===== src/rtl/caesar_mem_pkg.sv =====
// caesar_mem_pkg: shared enums and data/byte-enable widths for the CAESAR memory arbiter.
package caesar_mem_pkg;
  localparam int DataWidth = 32;
  localparam int BeWidth = DataWidth / 8;
  typedef enum logic [1:0] {ACTIVE, DRAIN, RETENTIVE, WAKE} state_e;
  typedef enum logic {PORT_BUS, PORT_ENG} port_e;
endpackage


===== src/rtl/caesar_rr_arbiter.sv =====
// caesar_rr_arbiter: 2-way round-robin grant; the pointer names the port that wins the next contention.
module caesar_rr_arbiter
  import caesar_mem_pkg::*;
(
  input  logic       clk,
  input  logic       rst,
  input  logic       en,
  input  logic [1:0] req,
  output logic [1:0] gnt
);
  port_e ptr;
  always_ff @(posedge clk or posedge rst) begin
    if (rst) ptr <= PORT_BUS;
    else if (en && &req) ptr <= (ptr == PORT_BUS) ? PORT_ENG : PORT_BUS;
  end
  assign gnt[PORT_BUS] = en && req[PORT_BUS] && (!req[PORT_ENG] || ptr == PORT_BUS);
  assign gnt[PORT_ENG] = en && req[PORT_ENG] && (!req[PORT_BUS] || ptr == PORT_ENG);
endmodule


===== src/rtl/caesar_mem_arbiter.sv =====
// caesar_mem_arbiter: arbitrates bus and engine ports onto one SRAM bank with retention sleep.
// Define CAESAR_MEM_ARB_STATS_EN to build the saturating contention counter on stall_cnt_o.
module caesar_mem_arbiter
  import caesar_mem_pkg::*;
#(
  parameter int NUM_WORDS = 1024,
  parameter int STALL_CNT_W = 16,
  localparam int AddrWidth = (NUM_WORDS <= 1) ? 1 : $clog2(NUM_WORDS)
) (
  input  logic                   clk_i,
  input  logic                   rst_i,
  input  logic                   bus_req_i,
  input  logic                   bus_we_i,
  input  logic [AddrWidth-1:0]   bus_addr_i,
  input  logic [DataWidth-1:0]   bus_wdata_i,
  input  logic [BeWidth-1:0]     bus_be_i,
  output logic                   bus_gnt_o,
  output logic                   bus_rvalid_o,
  output logic [DataWidth-1:0]   bus_rdata_o,
  input  logic                   eng_req_i,
  input  logic                   eng_we_i,
  input  logic [AddrWidth-1:0]   eng_addr_i,
  input  logic [DataWidth-1:0]   eng_wdata_i,
  input  logic [BeWidth-1:0]     eng_be_i,
  output logic                   eng_gnt_o,
  output logic                   eng_rvalid_o,
  output logic [DataWidth-1:0]   eng_rdata_o,
  input  logic                   sleep_req_i,
  output logic                   sleep_ack_o,
  output logic                   mem_req_o,
  output logic                   mem_we_o,
  output logic [AddrWidth-1:0]   mem_addr_o,
  output logic [DataWidth-1:0]   mem_wdata_o,
  output logic [BeWidth-1:0]     mem_be_o,
  output logic                   mem_set_retentive_no,
  input  logic [DataWidth-1:0]   mem_rdata_i,
  output logic [STALL_CNT_W-1:0] stall_cnt_o
);
  state_e state, state_nx;
  logic en, pending, rd;
  logic [1:0] req, gnt;
  port_e owner;
  // Gating with rst_i keeps grants and mem_* low during the whole reset, not just after an edge.
  assign en = (state == ACTIVE) && !rst_i;
  assign req = {eng_req_i, bus_req_i};
  caesar_rr_arbiter u_arb (
    .clk(clk_i),
    .rst(rst_i),
    .en (en),
    .req(req),
    .gnt(gnt)
  );
  assign bus_gnt_o = gnt[PORT_BUS];
  assign eng_gnt_o = gnt[PORT_ENG];
  assign mem_req_o = |gnt;
  assign mem_we_o = gnt[PORT_ENG] ? eng_we_i : gnt[PORT_BUS] ? bus_we_i : 1'b0;
  assign mem_addr_o = gnt[PORT_ENG] ? eng_addr_i : gnt[PORT_BUS] ? bus_addr_i : '0;
  assign mem_wdata_o = gnt[PORT_ENG] ? eng_wdata_i : gnt[PORT_BUS] ? bus_wdata_i : '0;
  assign mem_be_o = gnt[PORT_ENG] ? eng_be_i : gnt[PORT_BUS] ? bus_be_i : '0;
  always_ff @(posedge clk_i or posedge rst_i) begin
    if (rst_i) begin
      state <= ACTIVE;
      pending <= 1'b0;
      owner <= PORT_BUS;
      rd <= 1'b0;
    end else begin
      state <= state_nx;
      pending <= mem_req_o;
      owner <= gnt[PORT_ENG] ? PORT_ENG : PORT_BUS;
      rd <= !mem_we_o;
    end
  end
  always_comb begin
    state_nx = state;
    sleep_ack_o = 1'b0;
    mem_set_retentive_no = 1'b1;
    state_nx = (state == ACTIVE)    ? (sleep_req_i ? DRAIN : ACTIVE) :
               (state == DRAIN)     ? (!sleep_req_i ? ACTIVE : (pending ? DRAIN : RETENTIVE)) :
               (state == RETENTIVE) ? (sleep_req_i ? RETENTIVE : WAKE) : ACTIVE;
    sleep_ack_o = (state == RETENTIVE);
    mem_set_retentive_no = (state != RETENTIVE);
  end
  assign bus_rvalid_o = pending && owner == PORT_BUS;
  assign eng_rvalid_o = pending && owner == PORT_ENG;
  assign bus_rdata_o = (bus_rvalid_o && rd) ? mem_rdata_i : '0;
  assign eng_rdata_o = (eng_rvalid_o && rd) ? mem_rdata_i : '0;
`ifdef CAESAR_MEM_ARB_STATS_EN
  logic stall;
  assign stall = (bus_req_i && !bus_gnt_o) || (eng_req_i && !eng_gnt_o);
  always_ff @(posedge clk_i or posedge rst_i) begin
    if (rst_i) stall_cnt_o <= '0;
    else if (stall && stall_cnt_o != '1) stall_cnt_o <= stall_cnt_o + {{(STALL_CNT_W-1){1'b0}}, 1'b1};
  end
`else
  assign stall_cnt_o = '0;
`endif
endmodule


===== config.mk =====
export PLATFORM = sky130hd
export DESIGN_NAME = caesar_mem_arbiter
export DESIGN_NICKNAME = d
export VERILOG_FILES = /design/src/rtl/caesar_mem_pkg.sv /design/src/rtl/caesar_rr_arbiter.sv /design/src/rtl/caesar_mem_arbiter.sv
export SDC_FILE = /design/constraint.sdc
export NUM_CORES = 1
export LEC_CHECK = 0
export CELL_PAD_IN_SITES_DETAIL_PLACEMENT = 0
export CELL_PAD_IN_SITES_GLOBAL_PLACEMENT = 1
export CORE_ASPECT_RATIO = 0.8
export CORE_MARGIN = 3
export CORE_UTILIZATION = 12
export DETAILED_ROUTE_END_ITERATION = 10
export GPL_TIMING_DRIVEN = 0
export PLACE_DENSITY_LB_ADDON = 0.1
export SYNTH_ARGS = -nofsm -noshare
export SYNTH_HDL_FRONTEND = slang
export SYNTH_SLANG_ARGS = --single-unit

===== constraint.sdc =====
create_clock -name clk_i -period 2.7 [get_ports clk_i]
set_input_delay 0.54 -clock clk_i [delete_from_list [all_inputs] [get_ports clk_i]]
set_output_delay 0.54 -clock clk_i [all_outputs]
set_load 0.05 [all_outputs]

* Yosys cells after proc, flatten, opt, wreduce, memory -nomap -nowiden
Index checks and enable logic that the tools add are counted.
Word-level totals: output and inout bits 134, input bits 131, word-level logic and storage cells 48, register bits after elaboration 6
Operators by class: multiplexer cells 19, reduce and logical (&&, ||, !) cells 19, bitwise operators 2, eq/ne operators 3
Operator list (count):
- 32-bit 2-to-1 mux | 4
- 10-bit 2-to-1 mux | 2
- 1-bit logical AND | 10
- 2-bit 2-to-1 mux | 5
- 4-bit 2-to-1 mux | 2
- 1-bit 2-to-1 mux | 6
- 1-bit logical NOT | 4
- 2-bit by 1-bit == test with 1-bit output, second input constant | 1
- 2-bit == test, second input constant | 1
- 2-bit logical NOT | 1
- 1-bit logical OR | 2
- 2-bit inequality test, second input constant | 1
- 1-bit inverter | 2
- 2-bit AND reduction | 1
- 2-bit OR reduction | 1

* Logic depth before layout (Yosys ltp)
Gate-level depths: netlist of run 1.
depth in word-level cells 7, depth in mapped cells 5, depth with buffers taken out 3

* Modules after synthesis
From an unflattened synthesis of run 1, not the netlist that was laid out.
Unflattened totals: cells, all modules 213, area, all modules 1320.0 um^2
By module, submodules not included:
- caesar_mem_arbiter | area each 1256.2 um^2, cells an instance 204, times used 1
- caesar_rr_arbiter | area each 63.8 um^2, cells an instance 9, times used 1

* Least setup slack after synthesis of run 1
No wires, ideal clock.
path type input to output, start input rst_i, end output mem_be_o[0], buffers on the path 2, stages 5, slack 518 ps, arrival 1642 ps, data required time 2160 ps, cells stage by stage nor3_2 -> and3_1 -> buf_4 -> buf_4 -> a22o_1
On the way: cells in the longest elaborated chain, start to end 6, elaborated cells on any way between the ends 8
Ends and longest elaborated chain:
- start: declaration | RTL line caesar_mem_arbiter.sv:11 | input logic rst_i,
- 1-bit logical NOT (no source line)
- 1-bit logical AND | RTL line caesar_mem_arbiter.sv:44 | assign en = (state == ACTIVE) && !rst_i;
- 1-bit logical AND (2 in series) | RTL line caesar_rr_arbiter.sv:16 | assign gnt[PORT_BUS] = en && req[PORT_BUS] && (!req[PORT_ENG] || ptr == PORT_BUS);
- via bus_gnt_o | RTL line caesar_mem_arbiter.sv:17 | output logic bus_gnt_o,
- 4-bit 2-to-1 mux (2 in series) | RTL line caesar_mem_arbiter.sv:59 | assign mem_be_o = gnt[PORT_ENG] ? eng_be_i : gnt[PORT_BUS] ? bus_be_i : '0;
- end: declaration | RTL line caesar_mem_arbiter.sv:34 | output logic [BeWidth-1:0] mem_be_o,
The timed path passes the listed nets, and every way through them passes these cells.

* Final worst setup path of run 1
start input rst_i, end output mem_addr_o[6]
On the way: cells in the longest elaborated chain, start to end 6, elaborated cells on any way between the ends 8
Ends and longest elaborated chain:
- 1-bit logical NOT (no source line) (*)
- 1-bit logical AND (*) | RTL line caesar_mem_arbiter.sv:44
- 1-bit logical AND (2 in series) | RTL line caesar_rr_arbiter.sv:16
- 10-bit 2-to-1 mux | RTL line caesar_mem_arbiter.sv:57 | assign mem_addr_o = gnt[PORT_ENG] ? eng_addr_i : gnt[PORT_BUS] ? bus_addr_i : '0;
- 10-bit 2-to-1 mux (*) | RTL line caesar_mem_arbiter.sv:57
- end: declaration | RTL line caesar_mem_arbiter.sv:32 | output logic [AddrWidth-1:0] mem_addr_o,
Mark *: on every way between the ends. The rest lies on a longest branch, timed or not.

==> impl_metrics.yaml, run 1 <==
run_status:
  outcome: "completed"
final_layout:
  instances_no_fill: 585
  syn_to_final_growth_pct: 188.1
  drive_gt1_share_pct: 19.27
  fillers: 1211
  fin_nets: 574
  antenna_cells: 0
  finalInstanceArea_mm2: 0.003986
  multi_input_area_mm2: 0.001010
  regArea_um2: 150.1
  final_core_utilization_pct: 36.04
worst_setup_path:
  crit_fanout: 10
  critPathCaptureType: "primary output"
  critPathKind: "in2out"
  reg2regPathDepth: 5
  start_kind: "primary input"
  r2r-end: "pending"
  arrival_ns: 2.05
  r2r_start: "u_arb.ptr"
  required_ns: 2.16
  r2r_slack_ns: 1.32
place:
  portBuffers: 248
  dpl_worst_slack_ns: -0.5247
  dp_hpwl_um: 7359
  finalWeightedCongestion: 0.7600
  dp.cells: 582
  place_area_mm2: 0.004103
global_route:
  grt_pass1_wl_um: 11830
  grt_overflow: 0
  antenna_found_initial: 0
  grt_pass1_vias: 2120
  grtUsageTotal_pct: 11.38
  grt_max_degree: 12
timing:
  fin_crit_ns: 2.590
  drv_slew: 0
  fmax_mhz: 386.1
  layout_setup_ws_ns: 0.1100
  skew_ns: 0.00008005
  max_slew_margin_pct: 64.25
  rsz0062_at_grt: "false"
  setup_violations: 0
  worstMarginPinSlew_ns: 0.5346
  hold_viol: 0
  fin_crit_sh_pct: 95.93
floorplanning:
  fp-row-count: 34
  start_util_pct: 12.51
  fp.coreArea_mm2: 0.01106
  io_pins: 265
  die_w_um: 126.1
  dieArea_mm2: 0.01286
  die_h_um: 102.1
logic_synthesis:
  synth_ff_type: "dfrtp_1"
  synth_edf_count: 0
  ys_ff_latch: 6
  synth_area_mm2: 0.001384
  yosysSeqAreaShare_pct: 10.85
  synth_cell_types: 24
  syn-mean-instance-area_um2: 7.908
  async_reset_ff_share_pct: 100.0
  synth_warnings: 0
  synthCells: 175
detailed_routing:
  via_count: 2187
  drt_iter0_markers: 34
  ant_nets: 0
  drt-wirelength-per-cell_um: 14.05
  routed_wirelength_um: 8217
  routed_via_density: 3.738
  drc: 0
  drt-pass1-iter-count: 2
clock_tree:
  cts_sinks: 6
  htreeDepth: 1
  cts_tree: "done"
  cts_root_buf: "clkbuf_16"
  cts_max_path_buffers: 2
  clk_pin_slew_ns: 0.03
  clk_latency_ns: 0.22
  cts_buffers: 3
power:
  ir_drop_v: 0.0001975
  p_per_area_mw_per_mm2: 575.6
  p_leak_nw: 2.000
hold_path:
  worstHoldEndpoint: "u_arb.ptr"
  whs_path_depth: 1
  holdCritPathClass: "reg2reg"
  holdCritStartpoint: "u_arb.ptr"
flow_run:
  maxCapViolCount: 0
==> cells in the mapped netlist, drive strengths merged, types with 2 or more instances <==
cell    number  area (um2)
and3         3       18.77
and2b        2       16.27
buf         28       256.5
xnor2        2       17.52
dfrtp        6       150.1
inv          2       7.510
nand2        4       15.01
and2        65       406.6
a22o        47       411.6
clkbuf       6       22.52
==> area by class of cell <==
type | instances | share of cell area [%]
well taps | 144 | 4.520
clock buffers | 3 | 1.883
flip-flops and latches | 6 | 3.766
multi-input cells | 148 | 25.33
inverters | 2 | 0.1883
repair buffers | 248 | 57.28
plain buffers | 34 | 7.031
==> cells by family (layout without fill, tap and decap cells) <==
kind of cell	Yosys count	count (layout)	share of synthesized area [%]
DFF	6	6	10.85
AOI/OAI and AO/OA	49	49	30.65
xor gates and xnor gates	2	2	1.266
other	1	16	0.2710
buffers and inverters	36	287	20.71
and+or+nand+nor	81	81	36.26
==> stage by stage <==
| stage | hold slack (ns) | total power [W] | setup TNS (ns) |
|---|---|---|---|
| 3_5_place_dp | 0.4864 | 0.002194 | -23.29 |
| 6_report | 0.4950 | 0.002295 | 0 |
| 5_1_grt | 0.5314 | 0.002412 | 0 |
| 2_1_floorplan | 0.3310 | 0.001442 | 0 |
| 3_3_place_gp | 0.4846 | 0.002196 | -23.33 |
| 4_1_cts | 0.4904 | 0.002250 | 0 |
==> state kept, by name, indices dropped and copies added (netlist names) <==
register,count
rd,1
state,2
u_arb.ptr,1
pending,1
owner,1
==> cells in the final DEF (no fill, tap or decap), types with 2 or more instances in the layout <==
cell,instances
clkdlybuf4s50_1,138
and2_1,65
dlygate4sd2_1,52
a22o_1,47
clkbuf_4,36
buf_4,32
conb_1,16
clkdlybuf4s15_1,7
dfrtp_1,6
clkbuf_1,5
nand2_1,4
buf_8,4
and3_1,3
clkbuf_16,3
buf_2,3
xnor2_1,2
inv_1,2
clkbuf_2,2
==> repair_timing <==
| action | 4_1_cts | 5_1_grt |
|---|---|---|
| cloned | 0 | 0 |
| hold buffers | 0 | 0 |
| endpoints found under the setup margin | 110 | 65 |
| gates resized for setup | 306 | 70 |
| buffers inserted | 0 | 0 |
==> how the worst max path moves through the flow <==
stage / startpoint / end / slack, ns / cells past startpoint
2_1_floorplan: rst_i / mem_be_o[0] / 0.52 / 5
3_3_place_gp: rst_i / mem_wdata_o[18] / -0.53 / 7
3_5_place_dp: rst_i / mem_req_o / -0.52 / 7
4_1_cts: rst_i / mem_wdata_o[18] / 0.01 / 7
5_1_grt: rst_i / mem_wdata_o[18] / 0.0005 / 7
6_report: rst_i / mem_addr_o[6] / 0.11 / 7
==> critical path, stage by stage <==
cell	delay, ns
clkdlybuf4s50_1	0.46
nor3_4	0.17
and3_1	0.18
buf_4	0.14
buf_4	0.18
a22o_1	0.13
buf_2	0.25
==> routing by layer <==
layer / vias to the layer above / share of wire (%) / global-route usage [%] / wire [um]
li1: 1117 / - / - / -
met1: 940 / 34 / 12.07 / 2815
met2: 128 / 55 / 22.68 / 4529
met3: 2 / 10 / 3.187 / 830
met4: 0 / 0.50 / 2.226 / 41
met5: - / 0 / 0 / 0
==> power breakdown <==
part	internal, W	leakage [nW]	switching [W]	total, W
sequential	0.000121	0.0732	0.0000348	0.000156
clock	0.000189	0.0370	0.0000437	0.000233
combinational	0.000674	1.89	0.00123	0.00191
(Power assumes the default switching activity.)
==> run 2, diff against run 1 <==
Settings changed: CORE_MARGIN 3 to unset.
==> run 2 against run 1 <==
Sequential cell count did not move. Design area fell by 5.4%. Clock power barely moved. Register-to-register slack got worse by 0.03 ns. Maximum frequency fell by 1.5%. Largest power group unchanged. Routed wire length fell by 5.5%. Combinational power fell by 4%. Critical path type unchanged. Critical path depth did not move.
==> impl_metrics.yaml, run 2 (synthesis gave the netlist of run 1 again) <==
run_status:
  outcome: "completed"
power:
  clkPwrFrac_pct: 10.6
  internal_power_w: 0.0009110
  ir_drop_v: 0.0001931
  power_w: 0.002222
  p_comb_share_pct: 82.4
  p_leak_nw: 1.938
  p_sw_w: 0.001311
  p_sw_share_pct: 59.01
  power_frac_seq_pct: 7.0
  p_per_area_mw_per_mm2: 589.3
final_layout:
  finalInstanceArea_mm2: 0.003771
  fillers: 1215
  largest_reg_flops: 2
  drive_gt1_share_pct: 25.62
  layout_common_cells: "138 x clkdlybuf4s50_1, 65 x and2_1, 47 x a22o_1"
  regMostFlops: "state"
  fin_nets: 574
  antenna_cells: 0
  final_common_cell: "clkdlybuf4s50_1"
  syn_to_final_growth_pct: 172.5
detailed_routing:
  drt-wirelength-per-cell_um: 13.28
  drc: 0
  via_count: 2241
  drt_iter0_markers: 36
  ant_nets: 0
  drt-pass1-iter-count: 4
  routed_via_density: 3.831
  routed_wirelength_um: 7767
clock_tree:
  clk_pin_slew_ns: 0.03
  cts_hold_buffers: 0
  htreeDepth: 1
  clk_latency_ns: 0.23
  cts_sinks: 6
  cts_root_buf: "clkbuf_16"
  cts_buffers: 3
  cts_tree: "done"
  post_cts_buffers: 0
  cts_max_path_buffers: 2
  cts_resized: 306
timing:
  holdWs_ns: 0.4946
  drv_slew: 0
  rsz0062_at_grt: "false"
  worstMarginPinSlew_ns: 0.5444
  fmax_mhz: 380.2
  fin_tns_setup_ns: 0
  skew_ns: 0.0004310
  max_slew_margin_pct: 63.60
  fin_crit_ns: 2.630
  setup_violations: 0
  fin_crit_sh_pct: 97.41
  hold_viol: 0
global_route:
  grt_overflow: 0
  grt_pass1_vias: 2126
  grtUsageTotal_pct: 12.06
  antenna_found_initial: 0
  grt_max_degree: 12
  grt_pass1_wl_um: 11410
floorplanning:
  die_w_um: 122.1
  fp.coreArea_mm2: 0.01106
  start_util_pct: 12.51
  io_pins: 265
  die_h_um: 98.05
  dieArea_mm2: 0.01197
  fp-row-count: 34
hold_path:
  whs_path_depth: 1
  holdCritPathClass: "reg2reg"
worst_setup_path:
  required_ns: 2.16
  crit_fanout: 10
  critPathKind: "in2out"
  start_kind: "primary input"
  arrival_ns: 2.09
  reg2regPathDepth: 5
  critPathCaptureType: "primary output"
place:
  portBuffers: 248
  finalWeightedCongestion: 0.7152
  dp_hpwl_um: 6807
  place_area_mm2: 0.004103
flow_run:
  maxCapViolCount: 0
-- run 2: cell count changes in the layout (fill, tap and decap cells not counted) --
cell,delta
clkdlybuf4s15_2,+1
clkbuf_2,+28
buf_2,+40
clkbuf_1,+1
clkbuf_4,-31
buf_4,-10
clkdlybuf4s15_1,-7
dlygate4sd2_1,-22
-- run 2: final timing paths --
path	startpoint	end	slack, ns
max	rst_i	mem_wdata_o[26]	0.07
min	u_arb.ptr	u_arb.ptr	0.49
max reg2reg	state[0]	rd	1.29
min reg2reg	u_arb.ptr	u_arb.ptr	0.49
max in group asynchronous	rst_i	pending	1.90
min in group asynchronous	rst_i	state[0]	0.62
-- run 2: per-stage QoR --
step | worst slack (ns) | utilization (%) | cells
global placement | -0.5249 | 37.09 | 582
detailed placement | -0.5216 | 37.09 | 582
CTS | 0.02200 | 34.94 | 585
finish | 0.07004 | 34.10 | 585
floorplan | 0.5183 | - | 190
global route | 0.002157 | 34.10 | 585
-- run 2: critical path, cell delays in order --
cell and delay (ns):
clkdlybuf4s50_1 0.46, nor3_4 0.18, and3_1 0.18, buf_4 0.13
buf_4 0.18, a22o_1 0.14, buf_2 0.26
-- run 2: power by group through the flow --
stage	Combinational, W	Clock [W]	Sequential (W)
finish	0.00183	0.000236	0.000156
global route	0.00193	0.000247	0.000164
CTS	0.00186	0.000241	0.000152
detailed placement	0.00204	0	0.000153
global placement	0.00204	0	0.000150
floorplan	0.00130	0	0.000145
-- run 2: routing by layer --
| metal | track usage (%) | vias to the layer above | part of all wire [%] |
|---|---|---|---|
| li1 | - | 1112 | - |
| met1 | 12.28 | 1010 | 35 |
| met2 | 24.82 | 113 | 56 |
| met3 | 2.103 | 6 | 7.7 |
| met4 | 2.627 | 0 | 1.0 |
| met5 | 0 | - | 0 |
-- run 2: layout make-up --
type                       count  area [um2]  share of cell area, %
multi-input combinational    148        1010                  26.78
buffer                        34       279.0                  7.399
sequential                     6       150.1                  3.981
tap                          144       180.2                  4.778
timing repair buffer         248        2069                  54.88
inverter                       2       7.507                 0.1991
clock buffer                   3       75.07                  1.991
==> run 3, diff against run 2 <==
Settings changed: SKIP_LAST_GASP set to 1.
==> run 3 against run 2 <==
Maximum frequency unchanged. Power barely moved. Clock skew unchanged. Utilization is essentially flat. First-iteration DRC count did not move. Cell count did not move. Combinational power hardly changed. Sequential share of layout area about the same.
==> impl_metrics.yaml, run 3 (synthesis gave the netlist of run 1 again) <==
power:
  p_comb_share_pct: 82.4
  p_sw_w: 0.001311
  clkPwrFrac_pct: 10.6
  ir_drop_v: 0.0001931
  p_sw_share_pct: 59.06
  p_per_area_mw_per_mm2: 589.1
  internal_power_w: 0.0009089
  power_frac_seq_pct: 7.0
  p_leak_nw: 1.939
hold_path:
  holdCritStartpoint: "u_arb.ptr"
  worstHoldEndpoint: "u_arb.ptr"
  holdCritPathClass: "reg2reg"
  whs_path_depth: 1
clock_tree:
  clk_latency_ns: 0.23
  post_cts_buffers: 0
  cts_root_buf: "clkbuf_16"
  cts_buffers: 3
  cts_sinks: 6
  clk_pin_slew_ns: 0.03
  htreeDepth: 1
  cts_tree: "done"
  cts_max_path_buffers: 2
run_status:
  outcome: "completed"
floorplanning:
  dieArea_mm2: 0.01197
  io_pins: 265
  die_w_um: 122.1
  start_util_pct: 12.51
  die_h_um: 98.05
  fp.coreArea_mm2: 0.01106
  fp-row-count: 34
final_layout:
  regArea_um2: 150.1
  multi_input_area_mm2: 0.001010
  drive_gt1_share_pct: 25.62
  antenna_cells: 0
  largest_reg_flops: 2
  regMostFlops: "state"
  fillers: 1214
  syn_to_final_growth_pct: 172.3
  fin_nets: 574
  final_core_utilization_pct: 34.07
  layout_common_cells: "138 x clkdlybuf4s50_1, 65 x and2_1, 47 x a22o_1"
  final_common_cell: "clkdlybuf4s50_1"
global_route:
  antenna_found_initial: 0
  grt_overflow: 0
  grt_pass1_vias: 2126
  grt_max_degree: 12
  grt_pass1_wl_um: 11410
  grtUsageTotal_pct: 12.06
worst_setup_path:
  required_ns: 2.16
  critPathKind: "in2out"
  crit_fanout: 10
  start_kind: "primary input"
  r2r_start: "state[0]"
  arrival_ns: 2.09
  critPathCaptureType: "primary output"
  reg2regPathDepth: 5
  r2r_slack_ns: 1.29
  r2r-end: "rd"
detailed_routing:
  routed_wirelength_um: 7768
  drt-wirelength-per-cell_um: 13.28
  drt_iter0_markers: 36
  drt-pass1-iter-count: 4
  ant_nets: 0
  via_count: 2241
  drc: 0
  routed_via_density: 3.831
place:
  portBuffers: 248
  finalWeightedCongestion: 0.7152
  dp_hpwl_um: 6807
timing:
  rsz0062_at_grt: "true"
  fin_crit_sh_pct: 97.41
  fin_tns_setup_ns: 0
  hold_viol: 0
  fin_crit_ns: 2.630
  max_slew_margin_pct: 63.60
  skew_ns: 0.0004310
  fmax_mhz: 380.2
  drv_slew: 0
  worstMarginPinSlew_ns: 0.5444
  setup_violations: 0
flow_run:
  maxCapViolCount: 0
## run 3: cell types whose count changed in the layout (fill, tap and decap cells not counted)
cell | previous run | this run
buf_2 | 43 | 44
clkbuf_4 | 5 | 4
## run 3: timing repair
item,CTS,global route
hold buffers,0,0
endpoints found under the hold margin,0,0
setup endpoints to repair,110,77
gates resized for setup,304,67
## run 3: worst max path at each step
stage | from | endpoint | cells past startpoint
final | rst_i | mem_wdata_o[26] | 7
after detailed placement | rst_i | mem_req_o | 7
after floorplan | rst_i | mem_be_o[0] | 5
after global routing | rst_i | mem_req_o | 7
after global placement | rst_i | mem_req_o | 7
after CTS | rst_i | mem_req_o | 7
## run 3: routing by layer
layer | share of wire [%] | vias to the layer above | track usage [%]
met5 | 0 | - | 0
met4 | 1.0 | 0 | 2.627
met3 | 7.7 | 6 | 2.103
met2 | 56 | 113 | 24.82
met1 | 35 | 1010 | 12.28
li1 | - | 1112 | -
## run 3: per-stage QoR
step	hold slack [ns]	total power, W	area [um2]	std cells	setup WS (ns)
2_1_floorplan	0.3310	0.001442	1440	190	0.5183
3_3_place_gp	0.4765	0.002188	4103	582	-0.5249
3_5_place_dp	0.4904	0.002190	4103	582	-0.5216
4_1_cts	0.4969	0.002254	3871	585	-0.09047
5_1_grt	0.5423	0.002337	3769	585	-0.02303
6_report	0.4946	0.002220	3769	585	0.07004
## run 3: cell type report
type                            count  area share [%]
Timing Repair Buffer              248           54.85
Multi-Input combinational cell    148           26.79
Buffer                             34           7.404
Tap cell                          144           4.781
Sequential cell                     6           3.984
Clock buffer                        3           1.992
Inverter                            2          0.1992
## run 3: power by group through the flow
stage	logic, W	registers [W]	clock network [W]
floorplan	0.00130	0.000145	0
global placement	0.00204	0.000150	0
detailed placement	0.00204	0.000153	0
CTS	0.00186	0.000152	0.000241
global route	0.00193	0.000164	0.000247
finish	0.00183	0.000156	0.000236
## run 3: critical path: stages
cell and delay, ns:
clkdlybuf4s50_1 0.46, nor3_4 0.18, and3_1 0.18, buf_4 0.13, buf_4 0.18, a22o_1 0.14
buf_2 0.26
